## config.mk

```make
export PLATFORM = sky130hd
export DESIGN_NAME = uart_wb_master_flat
export DESIGN_NICKNAME = d
export VERILOG_FILES = /design/src/rtl/uart_wb_master_if.sv /design/src/rtl/uart_wb_master.sv /design/src/flat_wrapper.sv
export SDC_FILE = /design/constraint.sdc
export NUM_CORES = 1
export LEC_CHECK = 0
export BUFFER_PORTS_ARGS = -buffer_cell sky130_fd_sc_hd__buf_4
export CAP_MARGIN = 20
export CORE_MARGIN = 10
export CORE_UTILIZATION = 40
export CTS_BUF_LIST = sky130_fd_sc_hd__clkbuf_2 sky130_fd_sc_hd__clkbuf_4 sky130_fd_sc_hd__clkbuf_8
export DETAILED_ROUTE_END_ITERATION = 7
export GPL_ROUTABILITY_DRIVEN = 0
export PLACE_DENSITY = 0.59
export SETUP_SLACK_MARGIN = 0.2
export SYNTH_ARGS = -nofsm -noshare
export SYNTH_HDL_FRONTEND = slang
export SYNTH_SLANG_ARGS = --single-unit
export TNS_END_PERCENT = 20
```

## constraint.sdc

```tcl
create_clock -name clk -period 6 [get_ports clk]
set_input_delay 0.9 -clock clk [delete_from_list [all_inputs] [get_ports clk]]
set_output_delay 0.9 -clock clk [all_outputs]
set_load 0.005 [all_outputs]
```

## src/rtl/uart_wb_master_if.sv

```systemverilog
// Host request/response and Wishbone bus bundle for uart_wb_master.
// The master modport is the DUT view; slave is the host + UART side.
interface uart_wb_master_if;
  logic       req_valid;
  logic       req_ready;
  logic       req_we;
  logic [2:0] req_addr;
  logic [7:0] req_data;
  logic       rsp_valid;
  logic       rsp_ready;
  logic       rsp_we;
  logic [7:0] rsp_data;
  logic       rsp_err;
  logic       wb_cyc_o;
  logic       wb_stb_o;
  logic       wb_we_o;
  logic [2:0] wb_adr_o;
  logic [7:0] wb_dat_o;
  logic [3:0] wb_sel_o;
  logic [7:0] wb_dat_i;
  logic       wb_ack_i;

  modport master (
    input  req_valid, req_we, req_addr, req_data,
    output req_ready,
    output rsp_valid, rsp_we, rsp_data, rsp_err,
    input  rsp_ready,
    output wb_cyc_o, wb_stb_o, wb_we_o,
    output wb_adr_o, wb_dat_o, wb_sel_o,
    input  wb_dat_i, wb_ack_i
  );

  modport slave (
    output req_valid, req_we, req_addr, req_data,
    input  req_ready,
    input  rsp_valid, rsp_we, rsp_data, rsp_err,
    output rsp_ready,
    input  wb_cyc_o, wb_stb_o, wb_we_o,
    input  wb_adr_o, wb_dat_o, wb_sel_o,
    output wb_dat_i, wb_ack_i
  );
endinterface

```

## src/rtl/uart_wb_master.sv

```systemverilog
// Wishbone classic master feeding the UART register port.
// Queues host commands, runs one single-beat cycle each, with timeout.
module uart_wb_master #(
  parameter int          DEPTH   = 4,
  parameter int          TIMEOUT = 64,
  parameter logic [3:0]  SEL_VAL = 4'b0001
) (
  input logic             clk,
  input logic             wb_rst_i,
  uart_wb_master_if.master bus
);

  localparam int AW = $clog2(DEPTH);
  localparam int CW = AW + 1;
  localparam int TW = (TIMEOUT > 1) ? $clog2(TIMEOUT) : 1;
  localparam logic [CW-1:0] FULL_CNT = CW'(DEPTH);
  localparam logic [TW-1:0] TMO_LAST = TW'(TIMEOUT - 1);

  typedef struct packed {
    logic       we;
    logic [2:0] addr;
    logic [7:0] data;
  } cmd_t;

  typedef enum logic [1:0] {
    IDLE,
    CYCLE,
    RESP
  } state_t;

  state_t        state_q, state_d;
  cmd_t          mem_q [DEPTH];
  cmd_t          head;
  logic [AW-1:0] wptr_q, wptr_d;
  logic [AW-1:0] rptr_q, rptr_d;
  logic [CW-1:0] cnt_q, cnt_d;
  logic          rdy_q;
  logic          full, empty;
  logic          push, pop;

  logic          we_q;
  logic [2:0]    adr_q;
  logic [7:0]    dat_q;
  logic [TW-1:0] tmo_q, tmo_d;

  logic          rsp_we_q, rsp_we_d;
  logic [7:0]    rsp_data_q, rsp_data_d;
  logic          rsp_err_q, rsp_err_d;

  logic          cyc;
  logic          rsp_vld;

  assign full  = (cnt_q == FULL_CNT);
  assign empty = (cnt_q == '0);
  assign head  = mem_q[rptr_q];

  // req_ready stays low during reset and rises one edge after release.
  assign bus.req_ready = rdy_q && !full;
  assign push = bus.req_valid && bus.req_ready;

  // FIFO pointer and occupancy next-state.
  always_comb begin
    wptr_d = wptr_q;
    rptr_d = rptr_q;
    cnt_d  = cnt_q;
    if (push) wptr_d = wptr_q + AW'(1);
    if (pop)  rptr_d = rptr_q + AW'(1);
    unique case ({push, pop})
      2'b10:   cnt_d = cnt_q + CW'(1);
      2'b01:   cnt_d = cnt_q - CW'(1);
      default: cnt_d = cnt_q;
    endcase
  end

  // FIFO pointers, count and ready gate.
  always_ff @(posedge clk or posedge wb_rst_i) begin
    if (wb_rst_i) begin
      wptr_q <= '0;
      rptr_q <= '0;
      cnt_q  <= '0;
      rdy_q  <= 1'b0;
    end else begin
      wptr_q <= wptr_d;
      rptr_q <= rptr_d;
      cnt_q  <= cnt_d;
      rdy_q  <= 1'b1;
    end
  end

  // FIFO storage; contents are don't-care until written.
  always_ff @(posedge clk) begin
    if (push) begin
      mem_q[wptr_q] <= {bus.req_we, bus.req_addr, bus.req_data};
    end
  end

  // Transaction sequencing and response capture.
  always_comb begin
    state_d    = state_q;
    pop        = 1'b0;
    tmo_d      = tmo_q;
    rsp_we_d   = rsp_we_q;
    rsp_data_d = rsp_data_q;
    rsp_err_d  = rsp_err_q;
    unique case (state_q)
      IDLE: begin
        if (!empty) begin
          pop     = 1'b1;
          tmo_d   = '0;
          state_d = CYCLE;
        end
      end
      CYCLE: begin
        if (bus.wb_ack_i) begin
          rsp_we_d   = we_q;
          rsp_data_d = we_q ? 8'h00 : bus.wb_dat_i;
          rsp_err_d  = 1'b0;
          state_d    = RESP;
        end else if (tmo_q == TMO_LAST) begin
          rsp_we_d   = we_q;
          rsp_data_d = 8'h00;
          rsp_err_d  = 1'b1;
          state_d    = RESP;
        end else begin
          tmo_d = tmo_q + TW'(1);
        end
      end
      RESP: begin
        if (bus.rsp_ready) state_d = IDLE;
      end
      default: state_d = IDLE;
    endcase
  end

  // FSM state, timeout counter and response registers.
  always_ff @(posedge clk or posedge wb_rst_i) begin
    if (wb_rst_i) begin
      state_q    <= IDLE;
      tmo_q      <= '0;
      rsp_we_q   <= 1'b0;
      rsp_data_q <= 8'h00;
      rsp_err_q  <= 1'b0;
    end else begin
      state_q    <= state_d;
      tmo_q      <= tmo_d;
      rsp_we_q   <= rsp_we_d;
      rsp_data_q <= rsp_data_d;
      rsp_err_q  <= rsp_err_d;
    end
  end

  // Latch the popped command for the duration of the bus cycle.
  always_ff @(posedge clk or posedge wb_rst_i) begin
    if (wb_rst_i) begin
      we_q  <= 1'b0;
      adr_q <= 3'd0;
      dat_q <= 8'h00;
    end else if (pop) begin
      we_q  <= head.we;
      adr_q <= head.addr;
      dat_q <= head.data;
    end
  end

  // Bus and response outputs decode straight from state so reset
  // clears them without waiting for a clock.
  assign cyc     = (state_q == CYCLE);
  assign rsp_vld = (state_q == RESP);

  assign bus.wb_cyc_o = cyc;
  assign bus.wb_stb_o = cyc;
  assign bus.wb_we_o  = cyc && we_q;
  assign bus.wb_adr_o = cyc ? adr_q : 3'd0;
  assign bus.wb_dat_o = (cyc && we_q) ? dat_q : 8'h00;
  assign bus.wb_sel_o = cyc ? SEL_VAL : 4'b0000;

  assign bus.rsp_valid = rsp_vld;
  assign bus.rsp_we    = rsp_vld && rsp_we_q;
  assign bus.rsp_data  = rsp_vld ? rsp_data_q : 8'h00;
  assign bus.rsp_err   = rsp_vld && rsp_err_q;

endmodule

```

## src/flat_wrapper.sv

```systemverilog
// flat-port wrapper written by rule: the top's interface ports become plain ports
module uart_wb_master_flat 
#(
  parameter int          DEPTH   = 4,
  parameter int          TIMEOUT = 64,
  parameter logic [3:0]  SEL_VAL = 4'b0001
)
  (clk, wb_rst_i, bus_req_valid, bus_req_we, bus_req_addr, bus_req_data, bus_req_ready, bus_rsp_valid, bus_rsp_we, bus_rsp_data, bus_rsp_err, bus_rsp_ready, bus_wb_cyc_o, bus_wb_stb_o, bus_wb_we_o, bus_wb_adr_o, bus_wb_dat_o, bus_wb_sel_o, bus_wb_dat_i, bus_wb_ack_i);
  uart_wb_master_if bus_i ();
  input logic clk;
  input logic wb_rst_i;
  input wire logic [$bits(bus_i.req_valid)-1:0] bus_req_valid;
  input wire logic [$bits(bus_i.req_we)-1:0] bus_req_we;
  input wire logic [$bits(bus_i.req_addr)-1:0] bus_req_addr;
  input wire logic [$bits(bus_i.req_data)-1:0] bus_req_data;
  output wire logic [$bits(bus_i.req_ready)-1:0] bus_req_ready;
  output wire logic [$bits(bus_i.rsp_valid)-1:0] bus_rsp_valid;
  output wire logic [$bits(bus_i.rsp_we)-1:0] bus_rsp_we;
  output wire logic [$bits(bus_i.rsp_data)-1:0] bus_rsp_data;
  output wire logic [$bits(bus_i.rsp_err)-1:0] bus_rsp_err;
  input wire logic [$bits(bus_i.rsp_ready)-1:0] bus_rsp_ready;
  output wire logic [$bits(bus_i.wb_cyc_o)-1:0] bus_wb_cyc_o;
  output wire logic [$bits(bus_i.wb_stb_o)-1:0] bus_wb_stb_o;
  output wire logic [$bits(bus_i.wb_we_o)-1:0] bus_wb_we_o;
  output wire logic [$bits(bus_i.wb_adr_o)-1:0] bus_wb_adr_o;
  output wire logic [$bits(bus_i.wb_dat_o)-1:0] bus_wb_dat_o;
  output wire logic [$bits(bus_i.wb_sel_o)-1:0] bus_wb_sel_o;
  input wire logic [$bits(bus_i.wb_dat_i)-1:0] bus_wb_dat_i;
  input wire logic [$bits(bus_i.wb_ack_i)-1:0] bus_wb_ack_i;
  assign bus_i.req_valid = bus_req_valid;
  assign bus_i.req_we = bus_req_we;
  assign bus_i.req_addr = bus_req_addr;
  assign bus_i.req_data = bus_req_data;
  assign bus_req_ready = bus_i.req_ready;
  assign bus_rsp_valid = bus_i.rsp_valid;
  assign bus_rsp_we = bus_i.rsp_we;
  assign bus_rsp_data = bus_i.rsp_data;
  assign bus_rsp_err = bus_i.rsp_err;
  assign bus_i.rsp_ready = bus_rsp_ready;
  assign bus_wb_cyc_o = bus_i.wb_cyc_o;
  assign bus_wb_stb_o = bus_i.wb_stb_o;
  assign bus_wb_we_o = bus_i.wb_we_o;
  assign bus_wb_adr_o = bus_i.wb_adr_o;
  assign bus_wb_dat_o = bus_i.wb_dat_o;
  assign bus_wb_sel_o = bus_i.wb_sel_o;
  assign bus_i.wb_dat_i = bus_wb_dat_i;
  assign bus_i.wb_ack_i = bus_wb_ack_i;
  uart_wb_master #(.DEPTH(DEPTH), .TIMEOUT(TIMEOUT), .SEL_VAL(SEL_VAL)) u_core (.clk(clk), .wb_rst_i(wb_rst_i), .bus(bus_i));
endmodule
```

==> summary.md <==
| Metric | Value |
|---|---|
| Peak supply drop | 0.0001666 V |
| Synth Instances | 253 |
| Cell mode on critical path | buf_4 |
| Syn_area_per_cell | approximately 14 um^2 |
| Die Height | 115.2 um |
| Post-DP HPWL | roughly 4.8 mm |
| Max_slew headroom | 0.4571 |
| Post-Route M1 WL | 3.136 mm |
| Count of input and output buffers | 51 |
| Overall Power | 1876 uW |
| Initial Util | 0.4139 |
| Nets | 336 |
| DR WL met2 | 3.011 mm |
| Clock Skew | 0.009942 ns |
| All-Layer GR Usage | 0.1080 |
| GRT Residual Overflow | 0 |
| Most common cell in the synthesized netlist | edfxtp_1 |
| Routed wire length per instance | 16.13 um |
| Cell chain of the critical path | nor2b_1 -> buf_4 -> and3_1 -> buf_4 |
| Synth area leaders | edfxtp_1, dfrtp_1, mux4_2 |
| Pin count of the biggest net entering global routing | 39 |
| Critical Path RT | 5.10 ns |
| Period minus WS final | 2.651 ns |
| Clock slew at reported path FFs | ~0.090 ns |
| Yosys reg bits | 86 |
| Pwr Density | approximately 440 nW/um^2 |
| Synth async-reset ratio | 0.4419 |
| Hold Crit Class | flop to flop |
| RSZ-0062 raised after global routing | no |
| Initial DRT Pass Iterations | 4 |
| Slew Limit Fails | 0 |
| Ant. Diodes | 0 |
| Slew @ Worst Pin | 0.8144 ns |
| Hold Slack | approximately 0.47 ns |
| Met3 routed WL | 512 um |
| Final setup viols | 0 |
| Initial antenna violation count | 0 |
| Crit path largest cell delay | 0.43 ns |
| Post-Layout Cell Count | 417 |
| Layout cells sized above 1 | 0.2913 |
| Num CTS Buffers | 9 |
| Clock latency on the worst-skew pair | 0.35 ns |
| Final Util | 0.4864 |
| Core area | 8763 um^2 |
| CP endpoint kind | output port |
| Die W | 115.2 um |
| Crit path max-delay family | simple AND/OR/NAND/NOR gates |
| Die ar. | 13280 um^2 |
| Vias in the first global route | 2178 |
| Root Driver | clkbuf_8 |
| Final wirelength | 6.727 mm |
| Clk sinks | 86 |
| Slowest-stage cell, CP | dfrtp_1 |
| Post-synthesis cell type count | 39 |
| # placed instances | 401 |
| Synth top area share | 0.3974 |
| WP data arrival | 1.75 ns |
| Register area share after synthesis | 0.6595 |
| First-pass GRT wire length | 11.33 mm |
| Post-CTS Hold Buffers | 0 |
| Worst Path Buf+Inv | 2 |
| Setup TNS | 0 ns |
| Clock tree buffer depth | 2 |
| Post-detailed-route count of antenna-violating nets | 0 |
| Ys flop type | edfxtp_1 |
| DR DRC count | 0 |
| Cell area after synthesis | 3627 um^2 |
| Leak | approximately 0.0018 uW |
| P&R area growth vs syn | 17.52% |
| Status | finished clean |
| Setup Buffers After CTS | 0 |
| Max Fclk | about 0.38 GHz |
| Site Rows | 34 |
| Hold Fails Final Rpt | 0 |
| Worst Setup Start Kind | flop |
| Critical setup path kind | flop to output port |
| CTS tree | yes |
| Iteration-0 DRC Markers | 90 |
| Htree depth | 3 |
| Drt via density | 4.954 |
| Cts repair resizes | 0 |
| Final period util | 0.4418 |
| Maxcap violations | 0 |
| Highest metal used | met4 |
| Total number of vias | 2066 |
| Largest area contributor in the netlist | edfxtp_1 |
| Num ports | 55 |
| Post-synth top cells | edfxtp_1, nand2_1, dfrtp_1, and2_1, and3_1 |
| Synth warn | 0 |
| EDFF count, synth | 48 |
| Worst-path maximum fanout | 14 |
through the flow:
step / cell area [um^2] / setup slack [ns]
2_1_floorplan: 3635 / 3.832
3_3_place_gp: 4078 / 3.602
3_5_place_dp: 4078 / 3.522
4_1_cts: 4263 / 3.310
5_1_grt: 4263 / 3.194
6_report: 4263 / 3.349
sequential cells by signal (all words and copies together) (netlist names):
register,count
u_core.adr_q,3
u_core.rsp_data_q,8
u_core.rptr_q,2
u_core.we_q,1
u_core.state_q,2
u_core.wptr_q,2
u_core.rsp_we_q,1
u_core.rsp_err_q,1
u_core.cnt_q,3
u_core.mem_q,48
u_core.rdy_q,1
u_core.dat_q,8
u_core.tmo_q,6
final timing paths:
kind / startpoint / endpoint / slack, ns / cells after the start
max reg2reg: u_core.state_q[0] / u_core.cnt_q[2] / 3.54 / 8
max in group asynchronous: wb_rst_i / u_core.dat_q[4] / 5.00 / 3
max: u_core.state_q[1] / bus_wb_dat_o[6] / 3.35 / 4
min in group asynchronous: wb_rst_i / u_core.tmo_q[4] / 0.67 / 3
min reg2reg: u_core.adr_q[1] / u_core.adr_q[1] / 0.47 / 2
min: u_core.adr_q[1] / u_core.adr_q[1] / 0.47 / 2
report_power, final:
| part | switching, uW | internal, uW |
|---|---|---|
| Clock | 218 | 159 |
| Sequential | 121 | 770 |
| Combinational | 302 | 306 |
routing by layer:
layer,global-route usage,up-vias
met1,0.1417,1004
met3,0.04531,8
met2,0.1607,60
met4,0.02970,0
met5,0,-
li1,-,994
kinds of logic (layout without fill, tap and decap cells):
group,count (synthesis),in the layout,synth area share
AOI/OAI and AO/OA,24,24,0.05347
xor gates and xnor gates,7,7,0.01690
adders and majority gates,7,7,0.02622
buffers and inverters,27,81,0.03725
DFF,86,86,0.6595
muxes,16,16,0.08762
other,2,4,0.002070
and+or+nand+nor,84,84,0.1169
worst register-to-register path: cells and delay by family, from the launching register on:
family	cells	cell delay (ns)
DFF	1	0.42
buffers and inverters	2	0.37
xor gates and xnor gates	2	0.31
and+or+nand+nor	2	0.71
adders and majority gates	2	0.60
placed cells by master, fill, tap and decap left out, types with 2 or more instances in the layout:
master and n:
a21oi_1 4, a22o_1 9, a31oi_1 3, and2_1 15, and3_1 13, buf_4 53, clkbuf_8 9, clkinvlp_4 2
conb_1 4, dfrtp_1 38, edfxtp_1 48, ha_1 6, inv_1 11, inv_6 4, mux4_2 12, nand2_1 40
nand3_1 4, nor2_1 2, nor2b_1 2, nor3_1 2, o21ai_0 3, xnor2_1 5, xor2_1 2
layout make-up:
cell class | count | area, um^2
inverters | 12 | 45.04
clock buffers | 9 | 123.9
fillers | 778 | 4501
flip-flops and latches | 86 | 2392
well taps | 108 | 135.1
repair buffers | 53 | 397.9
multi-input cells | 142 | 1107
clock inverters | 7 | 61.31
(Power assumes the default switching activity.)
